==> config.mk <==
export PLATFORM = sky130hd
export DESIGN_NAME = multiword_adder_seq_flat
export DESIGN_NICKNAME = d
export VERILOG_FILES = /design/src/rtl/multiword_adder_seq_if.sv /design/src/rtl/multiword_adder_seq.sv /design/src/flat_wrapper.sv
export SDC_FILE = /design/constraint.sdc
export NUM_CORES = 1
export LEC_CHECK = 0
export ABC_AREA = 1
export CORE_ASPECT_RATIO = 0.5
export CORE_MARGIN = 5
export CORE_UTILIZATION = 51
export CTS_CLUSTER_DIAMETER = 120
export DETAILED_ROUTE_END_ITERATION = 8
export PLACE_DENSITY = 0.81
export SYNTH_ARGS = -nofsm -noshare
export SYNTH_HDL_FRONTEND = slang
export SYNTH_SLANG_ARGS = --single-unit
==> constraint.sdc <==
create_clock -name clk -period 3.69 [get_ports clk]
set_input_delay 0.738 -clock clk [delete_from_list [all_inputs] [get_ports clk]]
set_output_delay 0.738 -clock clk [all_outputs]
set_load 0.01 [all_outputs]
==> src/rtl/multiword_adder_seq_if.sv <==
// Handshake/operand bundle for the sequential multi-word adder.
// SIGNED_OVF_EN adds the ovf result flag to the bundle.
interface multiword_adder_seq_if #(
  parameter int unsigned WORDS = 4
);
  localparam int unsigned W = 32 * WORDS;

  logic         in_valid;
  logic         in_ready;
  logic [W-1:0] a;
  logic [W-1:0] b;
  logic         cin;
  logic         out_valid;
  logic         out_ready;
  logic [W-1:0] sum;
  logic         cout;
`ifdef SIGNED_OVF_EN
  logic         ovf;

  modport master (
    output in_valid, a, b, cin, out_ready,
    input  in_ready, out_valid, sum, cout, ovf
  );

  modport slave (
    input  in_valid, a, b, cin, out_ready,
    output in_ready, out_valid, sum, cout, ovf
  );
`else
  modport master (
    output in_valid, a, b, cin, out_ready,
    input  in_ready, out_valid, sum, cout
  );

  modport slave (
    input  in_valid, a, b, cin, out_ready,
    output in_ready, out_valid, sum, cout
  );
`endif
endinterface

==> src/rtl/multiword_adder_seq.sv <==
// Sequential WORDS x 32-bit adder: one word per cycle through a single 32-bit
// carry-select adder, LSW first. Optional macro SIGNED_OVF_EN adds ovf.
module multiword_adder_seq #(
  parameter int unsigned WORDS = 4
) (
  input logic                  clk,
  input logic                  rst,
  multiword_adder_seq_if.slave bus
);
  localparam int unsigned IDXW = (WORDS > 1) ? $clog2(WORDS) : 1;

  typedef enum logic [1:0] {IDLE, RUN, DONE} state_t;

  state_t                  state;
  state_t                  state_d;
  logic [WORDS-1:0][31:0]  a_reg;
  logic [WORDS-1:0][31:0]  b_reg;
  logic [WORDS-1:0][31:0]  sum_reg;
  logic [IDXW-1:0]         idx;
  logic                    carry_reg;
  logic                    cout_reg;
  logic                    in_ready_reg;
  logic                    out_valid_reg;
  logic                    last_word;
  logic [31:0]             add_s;
  logic                    add_co;

  // One shared 32-bit adder slice, fed from the current word of each operand
  csa_adder u_adder (
    .A    (a_reg[idx]),
    .B    (b_reg[idx]),
    .Cin  (carry_reg),
    .S    (add_s),
    .Cout (add_co)
  );

  assign last_word = (idx == IDXW'(WORDS - 1));

  always_comb begin
    state_d = state;
    case (state)
      IDLE:    if (bus.in_valid) state_d = RUN;
      RUN:     if (last_word) state_d = DONE;
      DONE:    if (bus.out_ready) state_d = IDLE;
      default: state_d = IDLE;
    endcase
  end

`ifdef SIGNED_OVF_EN
  logic ovf_reg;

  // Signed overflow: like-signed operands producing a result of the other sign
  always_ff @(posedge clk) begin
    if (rst) begin
      ovf_reg <= 1'b0;
    end else if (state == RUN && last_word) begin
      ovf_reg <= (a_reg[WORDS-1][31] == b_reg[WORDS-1][31]) &&
                 (add_s[31] != a_reg[WORDS-1][31]);
    end
  end

  assign bus.ovf = ovf_reg;
`endif

  always_ff @(posedge clk) begin
    if (rst) begin
      state         <= IDLE;
      a_reg         <= '0;
      b_reg         <= '0;
      sum_reg       <= '0;
      idx           <= '0;
      carry_reg     <= 1'b0;
      cout_reg      <= 1'b0;
      in_ready_reg  <= 1'b1;
      out_valid_reg <= 1'b0;
    end else begin
      state         <= state_d;
      in_ready_reg  <= (state_d == IDLE);
      out_valid_reg <= (state_d == DONE);
      case (state)
        IDLE: begin
          if (bus.in_valid) begin
            a_reg     <= bus.a;
            b_reg     <= bus.b;
            carry_reg <= bus.cin;
            idx       <= '0;
          end
        end
        RUN: begin
          sum_reg[idx] <= add_s;
          carry_reg    <= add_co;
          // idx parks on the last word instead of wrapping
          if (last_word) cout_reg <= add_co;
          else           idx      <= idx + IDXW'(1);
        end
        default: ;
      endcase
    end
  end

  assign bus.in_ready  = in_ready_reg;
  assign bus.out_valid = out_valid_reg;
  assign bus.sum       = sum_reg;
  assign bus.cout      = cout_reg;
endmodule

// 32-bit carry-select adder: upper half precomputed for both incoming carries.
module csa_adder (
  input  logic [31:0] A,
  input  logic [31:0] B,
  input  logic        Cin,
  output logic [31:0] S,
  output logic        Cout
);
  logic [16:0] lo;
  logic [16:0] hi0;
  logic [16:0] hi1;

  assign lo  = {1'b0, A[15:0]} + {1'b0, B[15:0]} + 17'(Cin);
  assign hi0 = {1'b0, A[31:16]} + {1'b0, B[31:16]};
  assign hi1 = {1'b0, A[31:16]} + {1'b0, B[31:16]} + 17'd1;

  assign S[15:0]         = lo[15:0];
  assign {Cout, S[31:16]} = lo[16] ? hi1 : hi0;
endmodule

==> src/flat_wrapper.sv <==
// flat-port wrapper written by rule: the top's interface ports become plain ports
module multiword_adder_seq_flat 
#(
  parameter int unsigned WORDS = 4
)
  (clk, rst, bus_in_valid, bus_a, bus_b, bus_cin, bus_out_ready, bus_in_ready, bus_out_valid, bus_sum, bus_cout);
  multiword_adder_seq_if #(.WORDS(WORDS)) bus_i ();
  input logic clk;
  input logic rst;
  input wire logic [$bits(bus_i.in_valid)-1:0] bus_in_valid;
  input wire logic [$bits(bus_i.a)-1:0] bus_a;
  input wire logic [$bits(bus_i.b)-1:0] bus_b;
  input wire logic [$bits(bus_i.cin)-1:0] bus_cin;
  input wire logic [$bits(bus_i.out_ready)-1:0] bus_out_ready;
  output wire logic [$bits(bus_i.in_ready)-1:0] bus_in_ready;
  output wire logic [$bits(bus_i.out_valid)-1:0] bus_out_valid;
  output wire logic [$bits(bus_i.sum)-1:0] bus_sum;
  output wire logic [$bits(bus_i.cout)-1:0] bus_cout;
  assign bus_i.in_valid = bus_in_valid;
  assign bus_i.a = bus_a;
  assign bus_i.b = bus_b;
  assign bus_i.cin = bus_cin;
  assign bus_i.out_ready = bus_out_ready;
  assign bus_in_ready = bus_i.in_ready;
  assign bus_out_valid = bus_i.out_valid;
  assign bus_sum = bus_i.sum;
  assign bus_cout = bus_i.cout;
  multiword_adder_seq #(.WORDS(WORDS)) u_core (.clk(clk), .rst(rst), .bus(bus_i));
endmodule
==> results.ini <==
[run_status]
outcome = completed

[logic_synthesis]
avgSynthCellArea_um2 = 7.16
synth.distinct_cells = 43
synth_top_area_share_pct = 44.5
synth_edf_count = 0
async_reset_ff_share_pct = 0
synth_common_cells = nor2_1, o21ai_0, dfxtp_1
ys_seq_area_share_pct = 44.5
synth_area_mm2 = 0.0176
ys_top_cells_by_area = dfxtp_1, nor2_1, o21ai_0
synth_warnings = 0
yosysTopAreaCell = dfxtp_1
yosys_register_bits = 392
synth.most_common_cell = nor2_1
synth_cells = 2461
synth_ff_type = dfxtp_1
synthesis.nets = 2761

[min_path]
hold_path_class = register to register
hold_path_end = u_core.a_reg[35]$_SDFFE_PP0P_
hp-start = u_core.a_reg[35]$_SDFFE_PP0P_
holdPathStages = 2

[sta]
max_slew_margin_pct = 46.4
slew_violations = 0
tightest_slew_ns = 0.798
rsz0062_at_grt = false
hold_violations = 0
holdWs_ns = 0.479
fin_crit_ns = 3.50
finClkSkew_ns = 0.0154
finalCritPeriodShare_pct = 94.7
fin_tns_setup_ns = 0
finalSetupViolCount = 0
max_clock_freq_ghz = 0.286

[drt]
dr.pass1.iters = 8
ant_nets = 0
vias = 17872
wire_per_inst_um = 18.1
routed_wl_um = 59200
drc_errors = 0
drtIter0Drc = 1768
post_drt_via_cell_ratio = 5.48

[flow_run]
cap_violations = 0

[cts]
cts_sinks = 392
cts_buffers = 36
cts-root-buf = clkbuf_16
path_clk_slew_ns = 0.07
post_cts_buffers = 0
clockBufferDepth = 3
insertion_delay_ns = 0.53
cts_tree = built
cts.htree.levels = 2

[setup_path]
r2r_start = u_core.idx[0]$_SDFFE_PP0P_
critPathLaunch = u_core.idx[0]$_SDFFE_PP0P_
startpoint_type = register
r2r-end = u_core.bus.cout$_SDFFE_PP0P_
reg2reg_depth = 17
arrival_ns = 3.91
cp_data_required_time_ns = 4.11
critPathMaxFanout = 33
path_class = register to register
reg2reg_slack_ns = 0.19
cp-end-kind = register

[power_and_ir_drop]
peakVddDrop_mv = 0.292
cellLeakagePower_nw = 9.97
power.density_mw_per_mm2 = 496
power_mw = 11.5

[floorplan]
die_y_um = 141
die_w_um = 273
ios = 392
core-area_mm2 = 0.0343
fp.dieArea_mm2 = 0.0386
rows = 48
start_util_pct = 51.4

[global_route]
antenna_found_initial = 9
grt_max_degree = 121
grt.overflow.total = 0
grt_pass1_vias = 16672
grt_usage_pct = 28.9
grt_pass1_wl_um = 89700

[placed_design]
dp_hpwl_um = 42700
gp_congestion = 0.943
port-buffer-count = 391

[layout]
drive_gt1_share_pct = 5.10
nets = 3062
area_growth_syn_to_layout_pct = 31.2
fillers = 2921

==> what timing repair did <==
item,CTS,global route
resized for setup,0,2
hold buffers,0,0
setup endpoints to repair,0,8
==> through the flow <==
step	cells	utilization, %	setup slack, ns	area (µm²)
floorplan	2461	-	0.467	17600
global placement	3198	64.0	0.327	21900
detailed placement	3198	64.0	0.261	21900
CTS	3256	67.3	0.249	23100
global route	3264	67.4	0.0190	23100
finish	3264	67.4	0.194	23100
==> cells by family (layout without fill, tap and decap cells) <==
family          Yosys count  after routing  synth area share, %
simple gates            950            950                 21.8
compound gates          715            715                 22.3
flops                   392            392                 44.5
buf+inv                 344            665                 7.32
fa+ha+maj                39             39                 2.90
xor+xnor                 21             21                 1.09
other cells               0              7                    0
==> layout by cell type (no fill, tap or decap), types with 5 or more instances in the layout <==
cell / n
clkinv_2: 7
nand3_2: 8
nand2_2: 17
xor2_1: 13
clkbuf_16: 38
nand4_1: 5
buf_12: 8
nand3_1: 61
o211ai_1: 18
xnor2_1: 7
ha_1: 36
clkdlybuf4s50_1: 391
inv_1: 170
o21a_1: 12
clkbuf_1: 7
o22ai_1: 62
nand2_1: 169
nor2_1: 669
a21oi_1: 60
o21ai_0: 481
diode_2: 7
buf_4: 28
o21bai_1: 69
dfxtp_1: 390
nor2_4: 6
==> critical path, cell delays in order, from the launching register on <==
cell and delay (ns):
dfxtp_4 0.37, inv_4 0.30, buf_4 0.20, o21ai_0 0.07, o22ai_1 0.18, ha_1 0.42
a21oi_1 0.43, nand2_1 0.11, a21oi_1 0.30, nand3_1 0.19, nand2_1 0.18, nand2_1 0.07
nor2_1 0.15, nand2_1 0.07, nand2_1 0.09, nand3_1 0.08, o211ai_1 0.10, inv_1 0.05
==> final cells by class <==
cell class	instances	area, µm²	area share, %
Clock buffer	47	993	4.30
Timing Repair Buffer	429	4340	18.8
Multi-Input combinational cell	1725	8510	36.8
Antenna cell	7	17.5	0.0757
Clock inverter	11	133	0.573
Sequential cell	392	7850	34.0
Inverter	178	686	2.96
Tap cell	475	594	2.57
==> power breakdown <==
part           total (mW)  internal, mW  switching [mW]
logic                3.00          1.10            1.90
clock network        3.76          2.10            1.66
registers            4.72          4.54           0.177
==> layer usage <==
metal | track usage, % | share of wire (%) | up-vias
li1 | - | - | 8657
met1 | 39.6 | 42 | 8357
met2 | 45.7 | 45 | 718
met3 | 5.10 | 8.4 | 140
met4 | 11.9 | 4.0 | 0
met5 | 0 | 0 | -
==> worst max path at each step <==
stage	to	slack, ns
3_3_place_gp	u_core.bus.sum[127]$_SDFFE_PP0P_	0.33
3_5_place_dp	u_core.bus.cout$_SDFFE_PP0P_	0.26
4_1_cts	u_core.bus.cout$_SDFFE_PP0P_	0.25
2_1_floorplan	u_core.bus.cout$_SDFFE_PP0P_	0.47
6_report	u_core.bus.cout$_SDFFE_PP0P_	0.19
5_1_grt	u_core.bus.cout$_SDFFE_PP0P_	0.02
Note: power is estimated with default switching activity, not from simulation.
